==> config.mk <==
export PLATFORM = sky130hd
export DESIGN_NAME = mem_stage
export DESIGN_NICKNAME = d
export VERILOG_FILES = /design/src/rtl/mem_stage.sv
export SDC_FILE = /design/constraint.sdc
export NUM_CORES = 1
export LEC_CHECK = 0
export CAP_MARGIN = 20
export CELL_PAD_IN_SITES_DETAIL_PLACEMENT = 0
export CELL_PAD_IN_SITES_GLOBAL_PLACEMENT = 1
export CORE_MARGIN = 3
export CORE_UTILIZATION = 23
export CTS_CLUSTER_DIAMETER = 200
export CTS_CLUSTER_SIZE = 16
export DETAILED_ROUTE_END_ITERATION = 6
export PLACE_DENSITY_LB_ADDON = 0.1
export SYNTH_ARGS = -nofsm -noshare
export SYNTH_HDL_FRONTEND = slang
export SYNTH_SLANG_ARGS = --single-unit
==> constraint.sdc <==
create_clock -name clk -period 1.7 [get_ports clk]
set_clock_uncertainty 0.2 [all_clocks]
set_input_delay 0.34 -clock clk [delete_from_list [all_inputs] [get_ports clk]]
set_output_delay 0.34 -clock clk [all_outputs]
set_load 0.01 [all_outputs]
==> src/rtl/mem_stage.sv <==
// -----------------------------------------------------------------------------
// mem_stage
//
// Memory-access stage controller for the 16-bit pipelined processor. Sits
// between EX/MEM and MEM/WB, drives a multi-cycle data memory through a
// request/done handshake, freezes the upstream pipeline while an access is
// outstanding, registers load data for MEM/WB and flags unaligned or
// timed-out accesses with a sticky error.
//
// Ports
//   clk        system clock, rising edge
//   rst        asynchronous reset, active low
//   addr       effective address from EX/MEM
//   wrData     store data from EX/MEM
//   memRead    load in MEM stage
//   memWrite   store in MEM stage (wins when both are set)
//   halt       HALT instruction in MEM stage
//   dmAddr     memory address (combinational copy of addr)
//   dmWrData   memory write data (combinational copy of wrData)
//   dmRd       one-cycle read request strobe
//   dmWr       one-cycle write request strobe
//   dmRdData   memory read data, valid with dmDone
//   dmStall    memory busy, request not accepted while high
//   dmDone     access complete, one-cycle pulse
//   dmDump     one-cycle memory dump request on the first halt
//   memoryOut  registered load data to MEM/WB
//   memStall   freeze PC..EX/MEM and bubble MEM/WB
//   memErr     sticky error: unaligned access or timeout
// -----------------------------------------------------------------------------
module mem_stage #(
    parameter int TIMEOUT = 16
) (
    input  logic        clk,
    input  logic        rst,
    input  logic [15:0] addr,
    input  logic [15:0] wrData,
    input  logic        memRead,
    input  logic        memWrite,
    input  logic        halt,
    output logic [15:0] dmAddr,
    output logic [15:0] dmWrData,
    output logic        dmRd,
    output logic        dmWr,
    input  logic [15:0] dmRdData,
    input  logic        dmStall,
    input  logic        dmDone,
    output logic        dmDump,
    output logic [15:0] memoryOut,
    output logic        memStall,
    output logic        memErr
);

    localparam logic [1:0] S_IDLE = 2'd0;
    localparam logic [1:0] S_WAIT = 2'd1;
    localparam logic [1:0] S_DONE = 2'd2;
    localparam logic [1:0] S_ERR  = 2'd3;

    // Last WAIT count before the access is declared timed out.
    localparam logic [7:0] CNT_LAST = 8'(TIMEOUT - 1);

    logic [1:0] state;
    logic [1:0] state_nxt;
    logic [7:0] cnt;
    logic       is_read;
    logic       halted;

    logic access;
    logic unaligned;
    logic issue;

    assign access    = memRead | memWrite;
    assign unaligned = access & addr[0];
    // A request is launched only from IDLE for an aligned access the memory
    // can accept this cycle.
    assign issue     = (state == S_IDLE) & access & ~addr[0] & ~dmStall;

    assign dmAddr   = addr;
    assign dmWrData = wrData;

    // Mealy decode of strobes and stall; everything is forced low while the
    // block is held in reset so the pipeline is released immediately.
    always_comb begin
        dmRd     = 1'b0;
        dmWr     = 1'b0;
        memStall = 1'b0;
        if (rst) begin
            case (state)
                S_IDLE: begin
                    // Stall on any access, including one that is back-pressured
                    // or about to fault, so the instruction never slips past.
                    memStall = access;
                    if (issue) begin
                        dmWr = memWrite;
                        dmRd = ~memWrite;
                    end
                end
                S_WAIT:  memStall = 1'b1;
                S_DONE:  memStall = 1'b0;
                default: memStall = 1'b1;
            endcase
        end
    end

    always_comb begin
        state_nxt = state;
        case (state)
            S_IDLE: begin
                if (unaligned) begin
                    state_nxt = S_ERR;
                end else if (issue) begin
                    state_nxt = S_WAIT;
                end
            end
            S_WAIT: begin
                // Completion takes priority over a timeout in the same cycle.
                if (dmDone) begin
                    state_nxt = S_DONE;
                end else if (cnt == CNT_LAST) begin
                    state_nxt = S_ERR;
                end
            end
            S_DONE:  state_nxt = S_IDLE;
            default: state_nxt = S_ERR;
        endcase
    end

    always_ff @(posedge clk or negedge rst) begin
        if (!rst) begin
            state     <= S_IDLE;
            cnt       <= 8'd0;
            is_read   <= 1'b0;
            memoryOut <= 16'h0000;
            memErr    <= 1'b0;
            dmDump    <= 1'b0;
            halted    <= 1'b0;
        end else begin
            state  <= state_nxt;
            dmDump <= 1'b0;

            // Remember the kind of access so the completion does not depend on
            // the EX/MEM inputs staying put.
            if (issue) begin
                cnt     <= 8'd0;
                is_read <= ~memWrite;
            end else if (state == S_WAIT) begin
                cnt <= cnt + 8'd1;
            end

            if ((state == S_WAIT) && dmDone && is_read) begin
                memoryOut <= dmRdData;
            end

            if (state_nxt == S_ERR) begin
                memErr <= 1'b1;
            end

            // A halt that arrives with an access waits until the access has
            // completed and the FSM is back in IDLE.
            if ((state == S_IDLE) && halt && !access && !halted) begin
                dmDump <= 1'b1;
                halted <= 1'b1;
            end
        end
    end

endmodule

After elaboration in Yosys (flattened, before gate mapping)

Index checks and enable logic that the tools add are counted.

Add/sub/neg operators: 1
Multiply operators: 0
Div/mod/pow operators: 0
Magnitude comparators: 0
Eq/ne operators: 4
Shifts and indexed selects: 0
Multiplexer cells: 16
Bitwise logic cells: 8
Reduce and logical (&&, ||, !) cells: 9

Operators by type and width:

| cell                  | count |
|---|---|
| $mux W8               | 2 |
| $add A8 B1 Y8 const B | 1 |
| $eq A8 B4 Y1 const B  | 1 |
| $mux W1               | 8 |
| $mux W2               | 4 |
| $pmux W2 S3           | 1 |
| $logic_and A1 B1 Y1   | 5 |
| $and A1 B1 Y1         | 4 |
| $eq A2 B2 Y1 const B  | 2 |
| $not A1 Y1            | 3 |
| $eq A2 B1 Y1 const B  | 1 |
| $logic_not A1 Y1      | 2 |
| $logic_not A2 Y1      | 1 |
| $pmux W1 S2           | 1 |
| $reduce_bool A2 Y1    | 1 |
| $or A1 B1 Y1          | 1 |

Bits in registers: 30
Bits in latches: 0
RAM bits: 0
Bits in read-only memories: 0
Bits of input ports: 55
Output and inout port bits: 53
Word-level logic and storage cells: 45
Memories kept: 0

Logic depth before layout (Yosys ltp)

Depth in word-level cells: 8
Mapped depth: 5
Depth with buffers taken out: 4

Worst setup path before layout

OpenSTA, ideal clock, no wires.

Path type: reg2out
Start: reg state[0]
End: out dmRd
Arrival time: 1.160 ns
Data required time: 1.160 ns
Setup slack: 0.000 ns
Stages on the path, launching flop included: 5
Buffers on the path: 1
Cell sequence: dfrtp_1 > nor2_1 > and3b_1 > buf_2 > and4b_1

Cells in the longest elaborated chain, start to end: 7

Ends and longest elaborated chain:

| what                        | RTL line | text |
|---|---|---|
| from (decl)                 | 61       | `logic [1:0] state;` |
| from (signal assigned)      | 137      | `state <= state_nxt;` |
| $logic_not A2 Y1 (*)        | 75, 87   |  |
| $and A1 B1 Y1 (3 in series) | 75       | `assign issue = (state == S_IDLE) & access & ~addr[0] & ~dmStall;` |
| $mux W1                     | 92       | `if (issue) begin` |
| $mux W1 (*)                 | 87       | `case (state)` |
| $mux W1 (*)                 | 86       | `if (rst) begin` |
| to (decl)                   | 42       | `output logic dmRd,` |

Every way passes the cells marked *; elsewhere a longest branch is shown, timed or not.

Worst setup path in the final report

Ends and elaborated chain as after synthesis.

==> metrics.txt <==
Leak Pwr around 1.0 nW; FMAX 534 MHz; #FFs+latches synth 30; share of cells above drive strength 1 0.330; dominant cells by area after synthesis dfrtp_1, buf_4, mux2_4; HP Class flop to flop; worst stage delay on the critical path 0.39 ns; Clock Path Buffers 2; largest net degree at the start of global routing 26; placed insts approximately 240; Reg-to-Reg Start state[1]; DR iter-0 viols 28; Tot Pwr 0.00334 W; area grow syn2layout 35.2%; clock root buffer master clkbuf_8; asr flop ratio synth 1.00; worst reg2reg path endpoint memoryOut[11]; final hold vios 0; Setup violations, final 3; maximum fanout along the worst path 2; clk_lat worst skew between 0.2 and 0.3 ns; Post-DRT Antenna Nets 0; CP endpoint kind output port; DRC 0; Max-Cap Viols 0; status complete, but fails checks; failing checks setup timing; Post-synth EDFFs 0; area of the die 7970 sq um; Hold Buf Count CTS 0; Syn Nets 193; Vias/cell 4.38; die height between 80 and 90 um; PwrDens 1550 nW/um^2; H-tree depth 2; Primary FF master, synth dfrtp_1; drt pass-1 iters 4; CP Class flop to output port; Register-to-Register Path Depth 5; drt wl/cell roughly 15 um; first-pass GRT wire length 5440 um; Synth cell types 34; hold_sp halted; Non-Filler Instances 253; CTS tree yes; critical path launch point type flop; Max rail drop VDD 0.000470 V; gr usage total 0.0892; core area 6530 sq um; Yosys Warn Count 0; n_diodes 0; r2r setup slk 0.01 ns; Cells on Worst Hold Path 1; Gate Count Post-Synth 137; Slew Limit Fails 0; # port buffers 45; area share of the largest cell type after synthesis 0.471; starting density of the core 0.244; period utilization 1.10; area leader, netlist dfrtp_1; register area share after synthesis 0.471; total CTS buffers 5; via count 1107; cell area after synthesis 1590 sq um; GPL Wtd Cong 0.706; CP arrival 1.33 ns; most common cell in the netlist buf_4; CP Cell Sequence nor2_2 > and3b_1 > and4b_1 > buf_2; RSZ-0062 raised after global routing yes; Reg clk slew, reported paths around 0.070 ns; # rows 29; fin worst setup slack -0.174 ns; routed wire length between 3000 and 4000 um; Critical-path top delay cell dfrtp_1; mean post-synth cell area 11.6 sq um; Worst Path Required 1.16 ns; Worst-Margin Slew 0.326 ns; clock sinks 30; FILL cells 674; Final min period 1.87 ns; DP Wirelength 2740 um; Remaining Overflow, GRT 0; slew margin rel. 0.782; Hold Path End dmDump; die width 89.3 um; initial antenna violation count 0; Final #Nets 231; Post-synth top cells buf_4, dfrtp_1, mux2_4; vias in the first global route between 1000 and 1500; num ports 108; pre-CTS WS -0.690 ns
[through the flow]
| step | TNS (ns) | hold WS (ns) | cell area [sq um] | util |
|---|---|---|---|---|
| floorplan | 0 | -0.156 | 1590 | - |
| global placement | -3.63 | 0.204 | 2000 | 0.306 |
| detailed placement | -3.73 | 0.207 | 2000 | 0.306 |
| CTS | -0.439 | 0.216 | 2080 | 0.318 |
| global route | -0.808 | 0.223 | 2160 | 0.330 |
| finish | -0.383 | 0.213 | 2160 | 0.330 |
[routing by layer]
layer  global-route usage  up-vias  routed length [um]
met4               0.0636        0                 149
met2                0.153       38                1920
met1               0.0987      526                1470
li1                     -      514                   -
met3               0.0166       29                 215
met5                    0        -                   0
[critical path: cells and delay by family, from the launching register on]
kind	cells	cell delay, ns
AND/OR/NAND/NOR	3	0.53
flip-flops	1	0.39
buffers and inverters	1	0.13
[final cells by class]
| class | instances | area [sq um] | share of cell area |
|---|---|---|---|
| Timing Repair Buffer | 66 | 599 | 0.278 |
| Clock buffer | 6 | 82.6 | 0.0383 |
| Tap cell | 77 | 96.3 | 0.0447 |
| Multi-Input combinational cell | 67 | 596 | 0.276 |
| Inverter | 5 | 18.8 | 0.00871 |
| Clock inverter | 2 | 12.5 | 0.00580 |
| Sequential cell | 30 | 751 | 0.348 |
[where the power goes]
part	total, W	leakage [nW]	switching (W)	internal, W
sequential	0.00126	0.358	0.000213	0.00105
clock	0.000602	0.0472	0.000277	0.000325
combinational	0.00147	0.596	0.000600	0.000875
total	0.00334	1.00	0.00109	0.00225
[cell usage in the layout (no fill, tap or decap), types with 2 or more instances in the layout]
cell type and instances:
inv_1 5, buf_2 3, mux2_2 5, a21oi_2 3
dlygate4sd2_1 22, or3_4 2, xnor2_1 2, or3_1 3
dfrtp_1 30, a21oi_1 5, nand3_1 2, nor2_1 6
mux2i_1 2, buf_4 18, clkdlybuf4s50_1 20, nand2b_1 2
clkbuf_8 6, o21ai_0 4, mux2_4 11, nand4b_1 2
[flip-flops by register name, indices dropped and copies added, names as in the netlist]
name       count
state          2
memErr         1
memoryOut     16
cnt            8
dmDump         1
is_read        1
halted         1
[worst max path at each step]
| stage | cells past startpoint | start | slack (ns) | end |
|---|---|---|---|---|
| 2_1_floorplan | 4 | state[0] | 0.0004 | dmRd |
| 3_3_place_gp | 5 | memRead | -0.65 | dmRd |
| 3_5_place_dp | 5 | memWrite | -0.69 | dmRd |
| 4_1_cts | 4 | state[1] | -0.18 | dmRd |
| 5_1_grt | 4 | state[0] | -0.22 | dmRd |
| 6_report | 4 | state[0] | -0.17 | dmRd |
[kinds of logic (layout without fill, tap and decap cells)]
| group | after synthesis | count (layout) | share of synthesized area |
|---|---|---|---|
| simple gates | 28 | 28 | 0.114 |
| flops | 30 | 30 | 0.471 |
| mux | 18 | 18 | 0.149 |
| xor+xnor | 2 | 2 | 0.0110 |
| buf+inv | 40 | 79 | 0.180 |
| compound gates | 18 | 18 | 0.0675 |
| fa+ha+maj | 1 | 1 | 0.00785 |
[repair_timing]
action                                  CTS  global route
pin swaps                                 6             3
resized for setup                        35            10
endpoints found under the hold margin     0             0
setup buffers                             3             2
endpoints found under the setup margin   21            22
cloned                                    0             1
No activity file was read; power rests on OpenSTA's default activity.
